--- config.mk ---
export PLATFORM = sky130hd
export DESIGN_NAME = multicycle_main_controller
export DESIGN_NICKNAME = d
export VERILOG_FILES = /design/src/rtl/mc_pkg.sv /design/src/rtl/branch_cond.sv /design/src/rtl/multicycle_main_controller.sv
export SDC_FILE = /design/constraint.sdc
export NUM_CORES = 1
export LEC_CHECK = 0
export CAP_MARGIN = 20
export CELL_PAD_IN_SITES_DETAIL_PLACEMENT = 0
export CELL_PAD_IN_SITES_GLOBAL_PLACEMENT = 1
export CORE_MARGIN = 4
export CORE_UTILIZATION = 29
export CTS_BUF_LIST = sky130_fd_sc_hd__clkbuf_4 sky130_fd_sc_hd__clkbuf_8
export CTS_CLUSTER_DIAMETER = 40
export DETAILED_ROUTE_END_ITERATION = 12
export GPL_TIMING_DRIVEN = 0
export MAX_ROUTING_LAYER = met4
export PLACE_DENSITY_LB_ADDON = 0.1
export SETUP_SLACK_MARGIN = 0.2
export SYNTH_ARGS = -nofsm -noshare
export SYNTH_HDL_FRONTEND = slang
export SYNTH_SLANG_ARGS = --single-unit
--- constraint.sdc ---
create_clock -name clk -period 1.6 [get_ports clk]
set_input_delay 0.48 -clock clk [delete_from_list [all_inputs] [get_ports clk]]
set_output_delay 0.48 -clock clk [all_outputs]
set_load 0.01 [all_outputs]
--- src/rtl/mc_pkg.sv ---
// Shared encodings for the multi-cycle RV32I main controller: opcodes, FSM states,
// datapath mux selects and branch funct3 codes.
package mc_pkg;

  localparam logic [6:0] OP_R    = 7'b0110011;
  localparam logic [6:0] OP_I    = 7'b0010011;
  localparam logic [6:0] OP_LW   = 7'b0000011;
  localparam logic [6:0] OP_S    = 7'b0100011;
  localparam logic [6:0] OP_B    = 7'b1100011;
  localparam logic [6:0] OP_JAL  = 7'b1101111;
  localparam logic [6:0] OP_JALR = 7'b1100111;
  localparam logic [6:0] OP_LUI  = 7'b0110111;

  typedef enum logic [3:0] {
    S_FETCH     = 4'd0,
    S_DECODE    = 4'd1,
    S_MEM_ADR   = 4'd2,
    S_MEM_READ  = 4'd3,
    S_MEM_WB    = 4'd4,
    S_MEM_WRITE = 4'd5,
    S_EXEC_R    = 4'd6,
    S_EXEC_I    = 4'd7,
    S_ALU_WB    = 4'd8,
    S_BRANCH    = 4'd9,
    S_JAL       = 4'd10,
    S_JALR      = 4'd11,
    S_LUI       = 4'd12
  } state_t;

  localparam logic [2:0] IMM_I = 3'b000;
  localparam logic [2:0] IMM_S = 3'b001;
  localparam logic [2:0] IMM_B = 3'b010;
  localparam logic [2:0] IMM_J = 3'b011;
  localparam logic [2:0] IMM_U = 3'b100;

  localparam logic [1:0] RES_ALUOUT = 2'b00;
  localparam logic [1:0] RES_MEM    = 2'b01;
  localparam logic [1:0] RES_ALU    = 2'b10;
  localparam logic [1:0] RES_IMM    = 2'b11;

  localparam logic [1:0] SRCA_PC    = 2'b00;
  localparam logic [1:0] SRCA_OLDPC = 2'b01;
  localparam logic [1:0] SRCA_RS1   = 2'b10;

  localparam logic [1:0] SRCB_RS2   = 2'b00;
  localparam logic [1:0] SRCB_IMM   = 2'b01;
  localparam logic [1:0] SRCB_FOUR  = 2'b10;

  localparam logic [1:0] ALU_ADD    = 2'b00;
  localparam logic [1:0] ALU_SUB    = 2'b01;
  localparam logic [1:0] ALU_RTYPE  = 2'b10;
  localparam logic [1:0] ALU_ITYPE  = 2'b11;

  localparam logic [2:0] F3_BEQ = 3'b000;
  localparam logic [2:0] F3_BNE = 3'b001;
  localparam logic [2:0] F3_BLT = 3'b100;
  localparam logic [2:0] F3_BGE = 3'b101;

  function automatic logic op_supported(input logic [6:0] op);
    case (op)
      OP_R, OP_I, OP_LW, OP_S, OP_B, OP_JAL, OP_JALR, OP_LUI: op_supported = 1'b1;
      default: op_supported = 1'b0;
    endcase
  endfunction

endpackage

--- src/rtl/branch_cond.sv ---
// Branch decision from funct3 and ALU flags; unknown funct3 codes never branch.
module branch_cond
  import mc_pkg::*;
(
  input  logic [2:0] funct3,
  input  logic       zero,
  input  logic       neg,
  output logic       taken
);

  always_comb begin
    taken = 1'b0;
    case (funct3)
      F3_BEQ:  taken = zero;
      F3_BNE:  taken = !zero;
      F3_BLT:  taken = neg;
      F3_BGE:  taken = !neg;
      default: taken = 1'b0;
    endcase
  end

endmodule

--- src/rtl/multicycle_main_controller.sv ---
// Multi-cycle RV32I main controller: FETCH/DECODE/EXECUTE/MEM/WB sequencing with
// ready-handshaked memory stages and a per-access wait watchdog.
module multicycle_main_controller
  import mc_pkg::*;
#(
  parameter int MAX_WAIT = 15,
  parameter int WAIT_W   = 8
) (
  input  logic       clk,
  input  logic       rst,
  input  logic [6:0] op,
  input  logic [2:0] funct3,
  input  logic       zero,
  input  logic       neg,
  input  logic       mem_ready,
  output logic       pc_write,
  output logic       old_pc_write,
  output logic       adr_src,
  output logic       mem_read,
  output logic       mem_write,
  output logic       ir_write,
  output logic       reg_write,
  output logic [1:0] alu_src_a,
  output logic [1:0] alu_src_b,
  output logic [1:0] alu_op,
  output logic [2:0] imm_src,
  output logic [1:0] result_src,
  output logic       illegal_op,
  output logic       mem_timeout,
  output logic [3:0] state_dbg
);

  state_t            state_q, state_d;
  logic [WAIT_W-1:0] wait_q;
  logic              hold_q;
  logic              mem_state, expire, taken;

  branch_cond u_branch_cond (
    .funct3 (funct3),
    .zero   (zero),
    .neg    (neg),
    .taken  (taken)
  );

  // hold_q marks the first cycle after reset so every output reads 0 even in FETCH.
  always_ff @(posedge clk) begin
    if (!rst) begin
      state_q <= S_FETCH;
      hold_q  <= 1'b1;
    end else begin
      state_q <= state_d;
      hold_q  <= 1'b0;
    end
  end

  assign mem_state = (state_q == S_FETCH) || (state_q == S_MEM_READ) ||
                     (state_q == S_MEM_WRITE);
  assign expire    = !hold_q && mem_state && !mem_ready &&
                     (wait_q == WAIT_W'(MAX_WAIT - 1));

  always_ff @(posedge clk) begin
    if (!rst || hold_q || expire || (state_d != state_q))
      wait_q <= '0;
    else if (mem_state && !mem_ready)
      wait_q <= wait_q + 1'b1;
    else
      wait_q <= '0;
  end

  always_comb begin
    state_d = state_q;
    if (!hold_q) begin
      case (state_q)
        S_FETCH:     if (mem_ready) state_d = S_DECODE;
                     else if (expire) state_d = S_FETCH;
        S_DECODE: begin
          case (op)
            OP_R:    state_d = S_EXEC_R;
            OP_I:    state_d = S_EXEC_I;
            OP_LW,
            OP_S:    state_d = S_MEM_ADR;
            OP_B:    state_d = S_BRANCH;
            OP_JAL:  state_d = S_JAL;
            OP_JALR: state_d = S_JALR;
            OP_LUI:  state_d = S_LUI;
            default: state_d = S_FETCH;
          endcase
        end
        S_MEM_ADR:   state_d = (op == OP_S) ? S_MEM_WRITE : S_MEM_READ;
        S_MEM_READ:  if (mem_ready) state_d = S_MEM_WB;
                     else if (expire) state_d = S_FETCH;
        S_MEM_WRITE: if (mem_ready || expire) state_d = S_FETCH;
        S_EXEC_R,
        S_EXEC_I:    state_d = S_ALU_WB;
        default:     state_d = S_FETCH;
      endcase
    end
  end

  always_comb begin
    pc_write     = 1'b0;
    old_pc_write = 1'b0;
    adr_src      = 1'b0;
    mem_read     = 1'b0;
    mem_write    = 1'b0;
    ir_write     = 1'b0;
    reg_write    = 1'b0;
    alu_src_a    = SRCA_PC;
    alu_src_b    = SRCB_RS2;
    alu_op       = ALU_ADD;
    imm_src      = IMM_I;
    result_src   = RES_ALUOUT;
    illegal_op   = 1'b0;
    mem_timeout  = expire;
    if (!hold_q) begin
      case (state_q)
        S_FETCH: begin
          mem_read     = 1'b1;
          alu_src_b    = SRCB_FOUR;
          ir_write     = mem_ready;
          pc_write     = mem_ready;
          old_pc_write = mem_ready;
        end
        S_DECODE: begin
          alu_src_a  = SRCA_OLDPC;
          alu_src_b  = SRCB_IMM;
          imm_src    = IMM_B;
          illegal_op = !op_supported(op);
        end
        S_MEM_ADR: begin
          alu_src_a = SRCA_RS1;
          alu_src_b = SRCB_IMM;
          imm_src   = (op == OP_S) ? IMM_S : IMM_I;
        end
        S_MEM_READ: begin
          mem_read = 1'b1;
          adr_src  = 1'b1;
        end
        S_MEM_WB: begin
          result_src = RES_MEM;
          reg_write  = 1'b1;
        end
        S_MEM_WRITE: begin
          mem_write = 1'b1;
          adr_src   = 1'b1;
        end
        S_EXEC_R: begin
          alu_src_a = SRCA_RS1;
          alu_op    = ALU_RTYPE;
        end
        S_EXEC_I: begin
          alu_src_a = SRCA_RS1;
          alu_src_b = SRCB_IMM;
          alu_op    = ALU_ITYPE;
        end
        S_ALU_WB: reg_write = 1'b1;
        S_BRANCH: begin
          alu_src_a = SRCA_RS1;
          alu_op    = ALU_SUB;
          pc_write  = taken;
        end
        S_JAL: begin
          alu_src_a = SRCA_OLDPC;
          alu_src_b = SRCB_FOUR;
          reg_write = 1'b1;
          pc_write  = 1'b1;
        end
        S_JALR: begin
          alu_src_a  = SRCA_RS1;
          alu_src_b  = SRCB_IMM;
          result_src = RES_ALU;
          reg_write  = 1'b1;
          pc_write   = 1'b1;
        end
        S_LUI: begin
          imm_src    = IMM_U;
          result_src = RES_IMM;
          reg_write  = 1'b1;
        end
        default: ;
      endcase
    end
  end

  assign state_dbg = state_q;

endmodule

==> impl_metrics.json <==
{
  "slew_headroom_pct": 81.7,
  "avgSynthCellArea_sq_um": 6.97,
  "design_area_sq_um": 2540,
  "htreeDepth": 1,
  "grt_use_met1_pct": 21.1,
  "fin_crit_ns": 2.03,
  "rsz0062_at_grt": "yes",
  "crit_path_top_delay_cell": "dfxtp_4",
  "combPwrFrac_pct": 30.8,
  "cts-root-buf": "clkbuf_8",
  "finalSetupViolCount": 22,
  "fin_nets": 266,
  "drt_iter0_drc": 83,
  "start_kind": "register",
  "switchingPower_w": 0.000260,
  "cp.arrival_ns": 1.55,
  "final_common_cell": "buf_4",
  "viasPerCell": 5.26,
  "diodes": 0,
  "fin_skew_ns": 0.00273,
  "p_seq_share_pct": 35.9,
  "crit_required_ns": 1.12,
  "ys_warn_count": 0,
  "peakVddDrop_mv": 0.440,
  "status": "finished, violations left",
  "synth_edf_count": 0,
  "start_util_pct": 29.9,
  "synthFlopType": "dfxtp_1",
  "max-cap-violations": 0,
  "die_y_um": 69.4,
  "yosysSeqAreaShare_pct": 23.8,
  "nFillCells": 289,
  "crit_top_cell": "nor2_4",
  "port_buffers": 37,
  "path_cells": "clkbuf_16 -> buf_6 -> nor2_4 -> nand2_4 -> nor2_4 -> a21boi_2 -> buf_2",
  "io-pin-count": 39,
  "areaGrowthSynthToFinish_pct": 132,
  "drv_slew": 0,
  "power_density_nw_per_um2": 364,
  "max_stage_delay_ns": 0.35,
  "grt_util_met3_pct": 3.62,
  "gr-usage-all-layers_pct": 17.7,
  "power_leakage_nw": 1.05,
  "clockPowerShare_pct": 33.3,
  "gp_congestion": 0.841,
  "grt_pass1_wl_um": 6850,
  "holdCritPathClass": "reg2reg",
  "synth.cell_area_sq_um": 1090,
  "crit_path_end_kind": "output port",
  "reg2reg_slack_ns": -0.35,
  "critPathKind": "reg2out",
  "clockBufferDepth": 2,
  "async_reset_ff_share_pct": 0,
  "layout-drive-gt1-share_pct": 67.3,
  "instances_no_fill": 296,
  "mostFrequentLayoutCells": "31 x buf_4, 23 x buf_2, 17 x buf_6",
  "use_met2_pct": 30.4,
  "switching_share_pct": 28.2,
  "seq_area_sq_um": 284,
  "final_core_util_pct": 69.3,
  "grt_pass1_vias": 1406,
  "post-route-drc-count": 0,
  "cts_tree": "done",
  "synthesis.nets": 174,
  "ys_types": 41,
  "hold_viol": 0,
  "overflow": 0,
  "dr.pass1.iters": 6,
  "hold_buffers": 0,
  "dr_total_vias": 1556,
  "cts_buffers": 3,
  "top_usage_layer": "met2",
  "place_inst": 242,
  "wirelength_um": 4700,
  "synth_seq_cells": 13,
  "cp_max_fo": 5,
  "core_area_sq_um": 3660,
  "grt_max_degree": 11,
  "rows": 22,
  "cts_sinks": 13,
  "p_int_w": 0.000663,
  "multi_input_area_sq_um": 1180,
  "clkLatencyLatePin_ns": 0.24,
  "violations": "setup timing",
  "fmax_mhz": 494,
  "finalCritPeriodShare_pct": 127,
  "worst_slack_ns": -0.425,
  "tightest_slew_ns": 0.272,
  "power.total_w": 0.000923,
  "synthCells": 157,
  "placed_cell_area_sq_um": 1690,
  "die_area_sq_um": 4820,
  "chipWidth_um": 69.4,
  "routedWlPerCell_um": 15.9,
  "antenna_found_initial": 0,
  "ant_nets": 0,
  "post-dp-hpwl_um": 2680,
  "path_clk_slew_ns": 0.05,
  "place_ws_ns": -1.17
}
==> power groups by stage <==
stage / combinational [W] / sequential (W) / clock [W]
global route: 0.000304 / 0.000331 / 0.000334
global placement: 0.000197 / 0.000343 / 0
CTS: 0.000226 / 0.000331 / 0.000319
detailed placement: 0.000198 / 0.000343 / 0
floorplan: 0.000108 / 0.000342 / 0
finish: 0.000284 / 0.000331 / 0.000308
==> registers in the layout, indices dropped and copies added (netlist names) <==
signal     count
hold_q         1
state_dbg      4
wait_q         8
==> critical path: cells and delay by family (launching register included) <==
family | cells | cell delay [ns]
AND/OR/NAND/NOR | 3 | 0.40
AO/OA/AOI/OAI | 1 | 0.15
flip-flops | 1 | 0.35
buffers and inverters | 3 | 0.41
==> per-stage QoR <==
stage                     setup TNS [ns]  hold WS (ns)
after floorplan                   -0.319         0.439
after CTS                          -5.89         0.475
after detailed placement          -20.36         0.474
after global routing               -9.09         0.568
final                              -7.01         0.555
after global placement            -19.79         0.461
==> layout make-up <==
type                            count  share of cell area, %
Tap cell                           48                   2.37
Inverter                            5                   1.28
Clock buffer                        4                   1.92
Sequential cell                    13                   11.2
Timing Repair Buffer               87                   29.4
Buffer                             11                   7.40
Multi-Input combinational cell    128                   46.4
==> worst paths after layout <==
kind / endpoint / startpoint / cells after the start
hold / removal: wait_q[0] / wait_q[0] / 2
setup reg to reg: state_dbg[1] / state_dbg[1] / 8
setup / recovery: illegal_op / state_dbg[3] / 7
hold reg to reg: wait_q[0] / wait_q[0] / 2
==> per-layer routing <==
layer	vias up	wire length, um
met5	-	0
met4	0	165
met3	19	219
met2	49	2390
met1	738	1930
li1	750	-
==> cell usage after synthesis, types with 2 or more instances <==
cell type,instances,share of area [%]
nor2b_1,5,2.9
a21boi_0,2,1.4
xor2_1,7,5.6
inv_1,5,1.7
nand2_1,8,2.7
clkbuf_1,4,1.4
buf_4,2,1.4
nor3b_1,2,1.4
nor2_1,22,7.5
nor3_1,12,5.5
nand3_1,8,3.7
o21ai_0,6,2.7
nand3b_1,3,2.1
nor4_1,2,1.1
dfxtp_1,13,24
and3_1,2,1.1
buf_2,2,0.91
nand4_1,2,1.1
buf_1,3,1.0
nor4b_1,3,2.4
ha_1,2,2.3
xnor2_1,2,1.6
nand2b_1,9,5.1
a21oi_1,14,6.4
==> cells by family after synthesis <==
kind of cell               synth area share [%]
and+or+nand+nor                            39.3
AOI/OAI and AO/OA                          20.1
buffers and inverters                      6.40
DFF                                        23.8
adders and majority gates                  2.29
muxes                                     0.914
xor gates and xnor gates                   7.20
==> what timing repair did <==
action                     CTS  global route
setup buffers               25            23
gates cloned                 2             0
pin swaps                   25            40
hold endpoints to repair     0             0
gates resized for setup    175            64
setup endpoints to repair   36            33
No activity file was read; power rests on OpenSTA's default activity.
